===== config.mk =====
export PLATFORM = sky130hd
export DESIGN_NAME = masked_share_encoder
export DESIGN_NICKNAME = d
export VERILOG_FILES = /design/src/rtl/masked_share_encoder.sv
export SDC_FILE = /design/constraint.sdc
export NUM_CORES = 1
export LEC_CHECK = 0
export BUFFER_PORTS_ARGS = -buffer_cell sky130_fd_sc_hd__clkbuf_2
export CAP_MARGIN = 20
export CORE_AREA = 4 4 111 113
export CTS_CLUSTER_DIAMETER = 80
export DETAILED_ROUTE_END_ITERATION = 8
export DIE_AREA = 0 0 115 117
export MAX_ROUTING_LAYER = met4
export PLACE_DENSITY = 0.66
export SYNTH_ARGS = -nofsm -noshare
export SYNTH_HDL_FRONTEND = slang
export SYNTH_SLANG_ARGS = --single-unit

===== constraint.sdc =====
create_clock -name clk -period 1.6 [get_ports clk]
set_input_delay 0.16 -clock clk [delete_from_list [all_inputs] [get_ports clk]]
set_output_delay 0.16 -clock clk [all_outputs]
set_load 0.1 [all_outputs]

===== src/rtl/masked_share_encoder.sv =====
// masked_share_encoder
//
// Splits each plain data word into two Boolean shares (share0 ^ share1 = data)
// at the entry of the masked gadget datapath. It also hands out, with every
// word, three words of fresh per-bit randomness (r0/r1/r2) for the downstream
// masked XOR/AND gadgets. All random bits come from an internal 32-bit
// Fibonacci LFSR through a fill-then-use pool. The pool is emptied on every
// capture and has to be refilled completely before the next word can be
// accepted, so no random bit is ever used twice.
//
// Parameters
//   WIDTH      data/share width in bits (1..16)
//   LFSR_SEED  reset seed; also used when an all-zero seed is loaded
//
// Ports
//   clk         system clock, rising edge
//   rst_n       asynchronous active-low reset
//   seed_load   synchronous reseed strobe (restarts the pool fill)
//   seed_in     seed value taken when seed_load=1
//   in_valid    in_data is valid
//   in_ready    word is accepted this cycle (never depends on in_valid)
//   in_data     plain data word
//   out_valid   shares and randomness are valid
//   out_ready   downstream accepts the output word
//   out_share0  in_data ^ mask
//   out_share1  mask
//   out_r0/1/2  fresh gadget randomness for this word
//
// State | meaning
// ------+----------------------------------------------------------------
// FILL  | pool shifts in one LFSR bit per cycle; no word accepted
// ARMED | pool full and frozen; waits for an input word to capture

module masked_share_encoder #(
  parameter int          WIDTH     = 8,
  parameter logic [31:0] LFSR_SEED = 32'hACE1_2468
) (
  input  logic             clk,
  input  logic             rst_n,
  input  logic             seed_load,
  input  logic [31:0]      seed_in,
  input  logic             in_valid,
  output logic             in_ready,
  input  logic [WIDTH-1:0] in_data,
  output logic             out_valid,
  input  logic             out_ready,
  output logic [WIDTH-1:0] out_share0,
  output logic [WIDTH-1:0] out_share1,
  output logic [WIDTH-1:0] out_r0,
  output logic [WIDTH-1:0] out_r1,
  output logic [WIDTH-1:0] out_r2
);

  localparam int POOL = 4 * WIDTH;
  localparam int CW   = $clog2(POOL + 1);

  typedef enum logic {
    FILL  = 1'b0,
    ARMED = 1'b1
  } state_t;

  state_t            state_q;
  state_t            state_d;
  logic [31:0]       lfsr_q;
  logic              fb;
  logic [POOL-1:0]   pool_q;
  logic [CW-1:0]     fill_cnt_q;
  logic              capture;
  logic [31:0]       seed_eff;

  // Taps 32,22,2,1 (maximal length); the register can only reach all-zeros
  // through a zero seed, which is replaced by LFSR_SEED below.
  assign fb       = lfsr_q[31] ^ lfsr_q[21] ^ lfsr_q[1] ^ lfsr_q[0];
  assign seed_eff = (seed_in == 32'd0) ? LFSR_SEED : seed_in;

  // ---------------------------------------------------------------------------
  // Next-state and handshake decode
  // ---------------------------------------------------------------------------
  always_comb begin
    state_d  = state_q;
    in_ready = 1'b0;
    capture  = 1'b0;
    case (state_q)
      FILL: begin
        // The last fill cycle is the one that brings fill_cnt up to POOL.
        if (fill_cnt_q == CW'(POOL - 1)) begin
          state_d = ARMED;
        end
      end
      ARMED: begin
        // A reseed cycle blocks the capture so the old pool is never used.
        in_ready = !seed_load && (!out_valid || out_ready);
        capture  = in_ready && in_valid;
        if (capture) begin
          state_d = FILL;
        end
      end
      default: begin
        state_d = FILL;
      end
    endcase
    if (seed_load) begin
      state_d = FILL;
    end
  end

  always_ff @(posedge clk or negedge rst_n) begin
    if (!rst_n) begin
      state_q <= FILL;
    end else begin
      state_q <= state_d;
    end
  end

  // ---------------------------------------------------------------------------
  // LFSR: free-running except when reseeded
  // ---------------------------------------------------------------------------
  always_ff @(posedge clk or negedge rst_n) begin
    if (!rst_n) begin
      lfsr_q <= LFSR_SEED;
    end else if (seed_load) begin
      lfsr_q <= seed_eff;
    end else begin
      lfsr_q <= {lfsr_q[30:0], fb};
    end
  end

  // ---------------------------------------------------------------------------
  // Randomness pool: shifts only while filling, frozen while armed
  // ---------------------------------------------------------------------------
  always_ff @(posedge clk or negedge rst_n) begin
    if (!rst_n) begin
      pool_q     <= '0;
      fill_cnt_q <= '0;
    end else if (seed_load || capture) begin
      pool_q     <= '0;
      fill_cnt_q <= '0;
    end else if (state_q == FILL) begin
      pool_q     <= {pool_q[POOL-2:0], fb};
      fill_cnt_q <= fill_cnt_q + CW'(1);
    end
  end

  // ---------------------------------------------------------------------------
  // Output registers
  // ---------------------------------------------------------------------------
  // A capture can only happen when the slot is empty or draining this cycle,
  // so loading on capture never overwrites an unaccepted word.
  always_ff @(posedge clk or negedge rst_n) begin
    if (!rst_n) begin
      out_valid  <= 1'b0;
      out_share0 <= '0;
      out_share1 <= '0;
      out_r0     <= '0;
      out_r1     <= '0;
      out_r2     <= '0;
    end else begin
      if (capture) begin
        out_valid  <= 1'b1;
        out_share1 <= pool_q[WIDTH-1:0];
        out_share0 <= in_data ^ pool_q[WIDTH-1:0];
        out_r0     <= pool_q[2*WIDTH-1:WIDTH];
        out_r1     <= pool_q[3*WIDTH-1:2*WIDTH];
        out_r2     <= pool_q[4*WIDTH-1:3*WIDTH];
      end else if (out_ready) begin
        out_valid <= 1'b0;
      end
    end
  end

endmodule

==> results.sh, run 1 <==
export IMPL_status="completed"
export IMPL_post_synth_num_cell_types=32
export IMPL_ys_seq_area_share_pct=63.3
export IMPL_floorplan_die_width_um=115
export IMPL_p_total_mw=5.77
export IMPL_ir_worst_vdd_uv=453
export IMPL_max_clock_freq_mhz=663
export IMPL_holdWs_ps=21.9
export IMPL_clockRootBuffer="sky130_fd_sc_hd__clkbuf_16"
export IMPL_fin_crit_sh_pct=94.3
export IMPL_route_vias_total=3111
export IMPL_data_arrival_time_of_the_critical_path_ps=1350
export IMPL_die_h_um=117
export IMPL_synth_edff_count=0
export IMPL_ys_ff_latch=112
export IMPL_vias_in_the_first_global_route=3173
export IMPL_maxCapViolCount=0
export IMPL_area_growth_syn_to_layout_pct=21.8
export IMPL_powerDensity_nw_per_um2=1060
export IMPL_final_hold_viol_count=0
export IMPL_synth_largest_type_area_fraction_pct=55.6
export IMPL_overflow=0
export IMPL_timing_max_transition_violations_final=0
export IMPL_fp_dieArea_um2=13500
export IMPL_tritoncts="yes"
export IMPL_detail_route_first_pass_iterations=4
export IMPL_synth_top_cells_by_count="sky130_fd_sc_hd__nand2_1 (107), sky130_fd_sc_hd__dfrtp_1 (99), sky130_fd_sc_hd__a22o_1 (32)"
export IMPL_num_nets_final=526
export IMPL_maxSlewHeadroom_pct=62.1
export IMPL_cts_inserted_buffers=9
export IMPL_worst_clock_skew_ps=9.92
export IMPL_post_route_cells_drive_above_1_share_pct=32.4
export IMPL_io_pin_count=87
export IMPL_maximum_number_of_pins_on_one_net_before_global_route_repair=47
export IMPL_cts_htree_levels=3
export IMPL_critPathKind="reg2out"
export IMPL_route_detailed_drc=0
export IMPL_yosys_warnings=0
export IMPL_mappedNetlistArea_um2=4450
export IMPL_finalWeightedCongestion=0.767
export IMPL_clk_latency_ps=340
export IMPL_cts_reportedPaths_clkPinSlew_ps=80
export IMPL_crit_chain="nand2b_2, and2_2, buf_12"
export IMPL_cts_root_to_sink_buffers=2
export IMPL_dp_hpwl_um=6580
export IMPL_routed_wire_length_per_instance_um=14.9
export IMPL_cp_max_fo=5
export IMPL_asyncSetResetFlopFracSynth_pct=100
export IMPL_timing_final_crit_period_ps=1510
export IMPL_mapped_avg_cell_area_um2=11.4
export IMPL_start_util_pct=39.3
export IMPL_worstMarginPinSlew_ps=571
export IMPL_drt_vias_per_instance=4.95
export IMPL_groute_usage_overall_pct=15.1
export IMPL_tritoncts_num_sinks=112
export IMPL_first_iter_violations=149
export IMPL_setup_violations=0
export IMPL_wl_um=9380
export IMPL_diodes=0
export IMPL_layout_core_utilization_pct=47.9
export IMPL_port_buffers=86
export IMPL_grt_first_pass_wirelength_um=15800
export IMPL_synth_top_cells_by_area="sky130_fd_sc_hd__dfrtp_1 (56%), sky130_fd_sc_hd__nand2_1 (9.0%), sky130_fd_sc_hd__dfstp_2 (7.7%), sky130_fd_sc_hd__a22o_1 (6.3%), sky130_fd_sc_hd__mux2_2 (5.1%)"
export IMPL_power_leakage_nw=2.76
export IMPL_critical_path_required_ps=1440
export IMPL_critPathCaptureType="output pin"
export IMPL_fin_cells=628
export IMPL_postRouteAntennaNets=0
export IMPL_core_area_um2=11300
export IMPL_critical_path_slowest_cell="sky130_fd_sc_hd__dfrtp_4"
export IMPL_rows=39
export IMPL_postSynthCellCount=392
export IMPL_yosys_cell_count_top_type="sky130_fd_sc_hd__nand2_1"
export IMPL_postCtsSetupBuffers=0
export IMPL_fin_tns_setup_ps=0
export IMPL_placed_cells=611
export IMPL_synthDominantAreaCellType="sky130_fd_sc_hd__dfrtp_1"
export IMPL_rsz0062_at_grt="no"
export IMPL_path_buf_inv=1
export IMPL_grt_antenna_before_repair=0
export IMPL_timing_critical_path_slowest_cell_delay_ps=480
export IMPL_startpoint_type="register"
export IMPL_synth_nets=438
export IMPL_yosys_most_used_dff="sky130_fd_sc_hd__dfrtp_1"
export IMPL_hp_class="in2reg"
export IMPL_critPathTopFamily="flip-flops"
[cells in the final DEF (no fill, tap or decap), drive strengths merged, types with 2 or more instances in the layout]
master	synthesis	layout
mux2	20	20
inv	15	19
nor4	8	8
a31oi	13	13
buf	16	15
nand4	2	2
a22o	32	32
clkbuf	7	95
nand3	4	4
dfrtp	99	99
nor3	4	4
nand2	107	107
xnor2	14	14
nor2	17	17
nand2b	2	2
nor2b	2	2
o21ai	8	8
dfstp	13	13
[area by class of cell]
cell class / count / area [µm²]
Clock inverter: 5 / 45.0
Timing Repair Buffer: 100 / 618
Fill cell: 1044 / 5900
Sequential cell: 112 / 2820
Clock buffer: 11 / 243
Tap cell: 143 / 179
Multi-Input combinational cell: 242 / 1460
Inverter: 15 / 56.3
[routing by layer]
metal	global-route usage, %	share of wire, %	vias up
li1	-	-	1493
met1	20.6	46	1521
met2	23.0	47	87
met3	3.14	5.5	10
met4	4.54	1.0	0
met5	-	0	-
[tightest hold or removal path: stages]
cell and delay (ps):
sky130_fd_sc_hd__clkbuf_2 90, sky130_fd_sc_hd__inv_1 50, sky130_fd_sc_hd__a31oi_1 70
[power breakdown]
group | internal, mW | total (mW) | switching, mW
sequential | 2.99 | 3.07 | 0.0824
clock | 1.13 | 2.18 | 1.05
combinational | 0.222 | 0.516 | 0.294
total | 4.34 | 5.77 | 1.43
[logic make-up after synthesis]
logic type	synth area share [%]
buf+inv	4.16
compound gates	9.92
xor+xnor	2.95
fa+ha+maj	0.281
mux	5.28
simple gates	14.1
flops	63.3
[worst paths after layout]
| check | startpoint | to | slack (ps) | cells after the start |
|---|---|---|---|---|
| hold reg to reg | out_share1[5] | out_share1[5] | 480 | 2 |
| max in group asynchronous | rst_n | lfsr_q[6] | 680 | 3 |
| setup reg to reg | out_valid | out_r1[5] | 280 | 5 |
| hold / removal | seed_in[22] | lfsr_q[22] | 20 | 3 |
| min in group asynchronous | rst_n | fill_cnt_q[3] | 320 | 2 |
| setup / recovery | out_valid | in_ready | 90 | 3 |
[per-stage QoR]
stage / instance area [µm²] / worst slack, ps
6_report: 5420 / 91.5
5_1_grt: 5420 / 50.3
4_1_cts: 5420 / 76.1
3_5_place_dp: 5120 / 141
3_3_place_gp: 5120 / 183
2_1_floorplan: 4460 / 64.8
[flip-flops by register name, summed over array words and instances (netlist names)]
| name | cells |
|---|---|
| lfsr_q | 32 |
| pool_q | 32 |
| out_r0 | 8 |
| out_r1 | 8 |
| out_r2 | 8 |
| out_share0 | 8 |
| out_share1 | 8 |
| fill_cnt_q | 6 |
| out_valid | 1 |
| state_q | 1 |
[what timing repair did]
| action | CTS | global route |
|---|---|---|
| endpoints found under the hold margin | 29 | 0 |
| resized for setup | 1 | 0 |
| hold buffers | 1 | 0 |
| setup endpoints to repair | 1 | 0 |
Note: power is estimated with default switching activity, not from simulation.
==> inputs of run 2 (changes only) <==
--- a/config.mk
+++ b/config.mk
@@ -7,12 +7,12 @@
 export LEC_CHECK = 0
 export BUFFER_PORTS_ARGS = -buffer_cell sky130_fd_sc_hd__clkbuf_2
 export CAP_MARGIN = 20
-export CORE_AREA = 4 4 111 113
+export CORE_AREA = 4 4 96 98
 export CTS_CLUSTER_DIAMETER = 80
 export DETAILED_ROUTE_END_ITERATION = 8
-export DIE_AREA = 0 0 115 117
+export DIE_AREA = 0 0 100 102
 export MAX_ROUTING_LAYER = met4
-export PLACE_DENSITY = 0.66
+export PLACE_DENSITY = 0.83
 export SYNTH_ARGS = -nofsm -noshare
 export SYNTH_HDL_FRONTEND = slang
 export SYNTH_SLANG_ARGS = --single-unit
==> results.sh, run 2 (synthesis gave the netlist of run 1 again) <==
export IMPL_maxSlewHeadroom_pct=62.1
export IMPL_min_path_cells=2
export IMPL_r2r_end="fill_cnt_q[0]"
export IMPL_routed_wire_length_per_instance_um=15.0
export IMPL_worst_clock_skew_ps=14.4
export IMPL_cts_reportedPaths_clkPinSlew_ps=110
export IMPL_fp_dieArea_um2=10200
export IMPL_placed_cells=575
export IMPL_die_h_um=102
export IMPL_layout_core_utilization_pct=64.1
export IMPL_hold_end="lfsr_q[30]"
export IMPL_cp_max_fo=5
export IMPL_post_route_cells_drive_above_1_share_pct=32.3
export IMPL_critPathCaptureType="output pin"
export IMPL_port_buffers=86
export IMPL_first_iter_violations=168
export IMPL_power_leakage_nw=2.77
export IMPL_num_nets_final=540
export IMPL_clockRootBuffer="sky130_fd_sc_hd__clkbuf_8"
export IMPL_io_pin_count=87
export IMPL_least_setup_slack_across_all_paths_after_layout_ps=68.1
export IMPL_holdWs_ps=37.2
export IMPL_hold_path_startpoint="seed_in[30]"
export IMPL_core_area_um2=8470
export IMPL_ff2ff_path_depth=4
export IMPL_tritoncts_num_sinks=112
export IMPL_fin_cells=607
export IMPL_critPathKind="reg2out"
export IMPL_rsz0062_at_grt="yes"
export IMPL_maxCapViolCount=0
export IMPL_maximum_number_of_pins_on_one_net_before_global_route_repair=53
export IMPL_final_hold_viol_count=0
export IMPL_detail_route_first_pass_iterations=4
export IMPL_powerDensity_nw_per_um2=961
export IMPL_cts_inserted_buffers=9
export IMPL_startpoint_type="register"
export IMPL_setup_violations=0
export IMPL_critical_path_required_ps=1440
export IMPL_start_util_pct=52.6
export IMPL_overflow=0
export IMPL_largest_registers="lfsr_q (32), pool_q (32)"
export IMPL_worst_setup_slack_after_placement_ps=119
export IMPL_diodes=0
export IMPL_hp_class="in2reg"
export IMPL_clk_latency_ps=370
export IMPL_drt_vias_per_instance=5.20
export IMPL_data_arrival_time_of_the_critical_path_ps=1370
export IMPL_postRouteAntennaNets=0
export IMPL_route_detailed_drc=0
export IMPL_grt_first_pass_wirelength_um=15000
export IMPL_wl_um=9080
export IMPL_cts_htree_levels=3
export IMPL_fin_crit_sh_pct=95.7
export IMPL_cts_root_to_sink_buffers=2
export IMPL_ir_worst_vdd_uv=576
export IMPL_layout_common_cells="sky130_fd_sc_hd__nand2_1 (107), sky130_fd_sc_hd__dfrtp_1 (98), sky130_fd_sc_hd__clkbuf_2 (84)"
export IMPL_internal_reg_to_reg_setup_slack_ps=140
export IMPL_max_clock_freq_mhz=653
export IMPL_rows=34
export IMPL_n_fill_cell=683
export IMPL_mostFrequentLayoutCell="sky130_fd_sc_hd__nand2_1"
export IMPL_regToRegStartpoint="state_q"
export IMPL_grt_antenna_before_repair=0
export IMPL_status="completed"
export IMPL_timing_max_transition_violations_final=0
export IMPL_worstMarginPinSlew_ps=568
export IMPL_finalWeightedCongestion=0.774
export IMPL_floorplan_die_width_um=100
export IMPL_route_vias_total=3159
export IMPL_area_growth_syn_to_layout_pct=21.8
export IMPL_timing_final_crit_period_ps=1530
export IMPL_dp_hpwl_um=6070
export IMPL_groute_usage_overall_pct=19.2
export IMPL_vias_in_the_first_global_route=3085
export IMPL_tritoncts="yes"
==> run 2: changes by cell type in the layout (fill, tap and decap cells not counted), sizes merged <==
cell / change
buf: +1
clkbuf: -2
clkinv: +2
clkinvlp: -1
dlygate4sd3: +13
inv: +1
==> run 2: worst max-delay path by stage <==
stage / end / depth (start not counted) / start / slack, ps
3_3_place_gp: fill_cnt_q[0] / 2 / state_q / -60
2_1_floorplan: state_q / 4 / out_valid / 60
4_1_cts: lfsr_q[13] / 6 / seed_in[27] / 20
3_5_place_dp: lfsr_q[13] / 5 / seed_in[26] / 120
6_report: in_ready / 4 / state_q / 70
5_1_grt: in_ready / 4 / state_q / -2
==> run 2: layout make-up <==
class                           instances  area (µm²)  area share [%]
Clock buffer                            9         124            2.28
Tap cell                              108         135            2.49
Timing Repair Buffer                  114         742            13.7
Clock inverter                          7        60.1            1.11
Sequential cell                       112        2820            52.1
Inverter                               15        56.3            1.04
Multi-Input combinational cell        242        1480            27.3
==> run 2: report_power, final <==
group / switching [mW] / total [mW] / internal, mW
Sequential: 0.0784 / 3.06 / 2.99
Clock: 0.999 / 1.60 / 0.602
Combinational: 0.302 / 0.544 / 0.243
==> run 2: routing by layer <==
layer	global-route usage, %	part of all wire (%)	vias up
li1	-	-	1510
met1	25.0	43	1541
met2	30.0	49	93
met3	3.96	5.9	15
met4	7.15	1.7	0
met5	-	0	-
==> run 2: worst max-delay path: stages, from the launching register on <==
cell	delay, ps
sky130_fd_sc_hd__dfrtp_1	380
sky130_fd_sc_hd__buf_6	120
sky130_fd_sc_hd__nor2b_4	170
sky130_fd_sc_hd__and2_4	170
sky130_fd_sc_hd__buf_12	170
==> run 2: stage by stage <==
stage | total power, mW | instance area [µm²] | setup TNS (ps)
2_1_floorplan | 3.42 | 4460 | 0
3_3_place_gp | 3.61 | 5040 | -59.6
3_5_place_dp | 3.64 | 5050 | 0
4_1_cts | 5.26 | 5390 | 0
5_1_grt | 5.46 | 5420 | -1.90
6_report | 5.21 | 5420 | 0
==> run 2: timing repair <==
action / in CTS / in global routing
hold buffers: 14 / 0
endpoints found under the hold margin: 44 / 0
pin swaps: 0 / 1
buffers inserted: 1 / 1
gates resized for setup: 2 / 4
endpoints found under the setup margin: 1 / 14
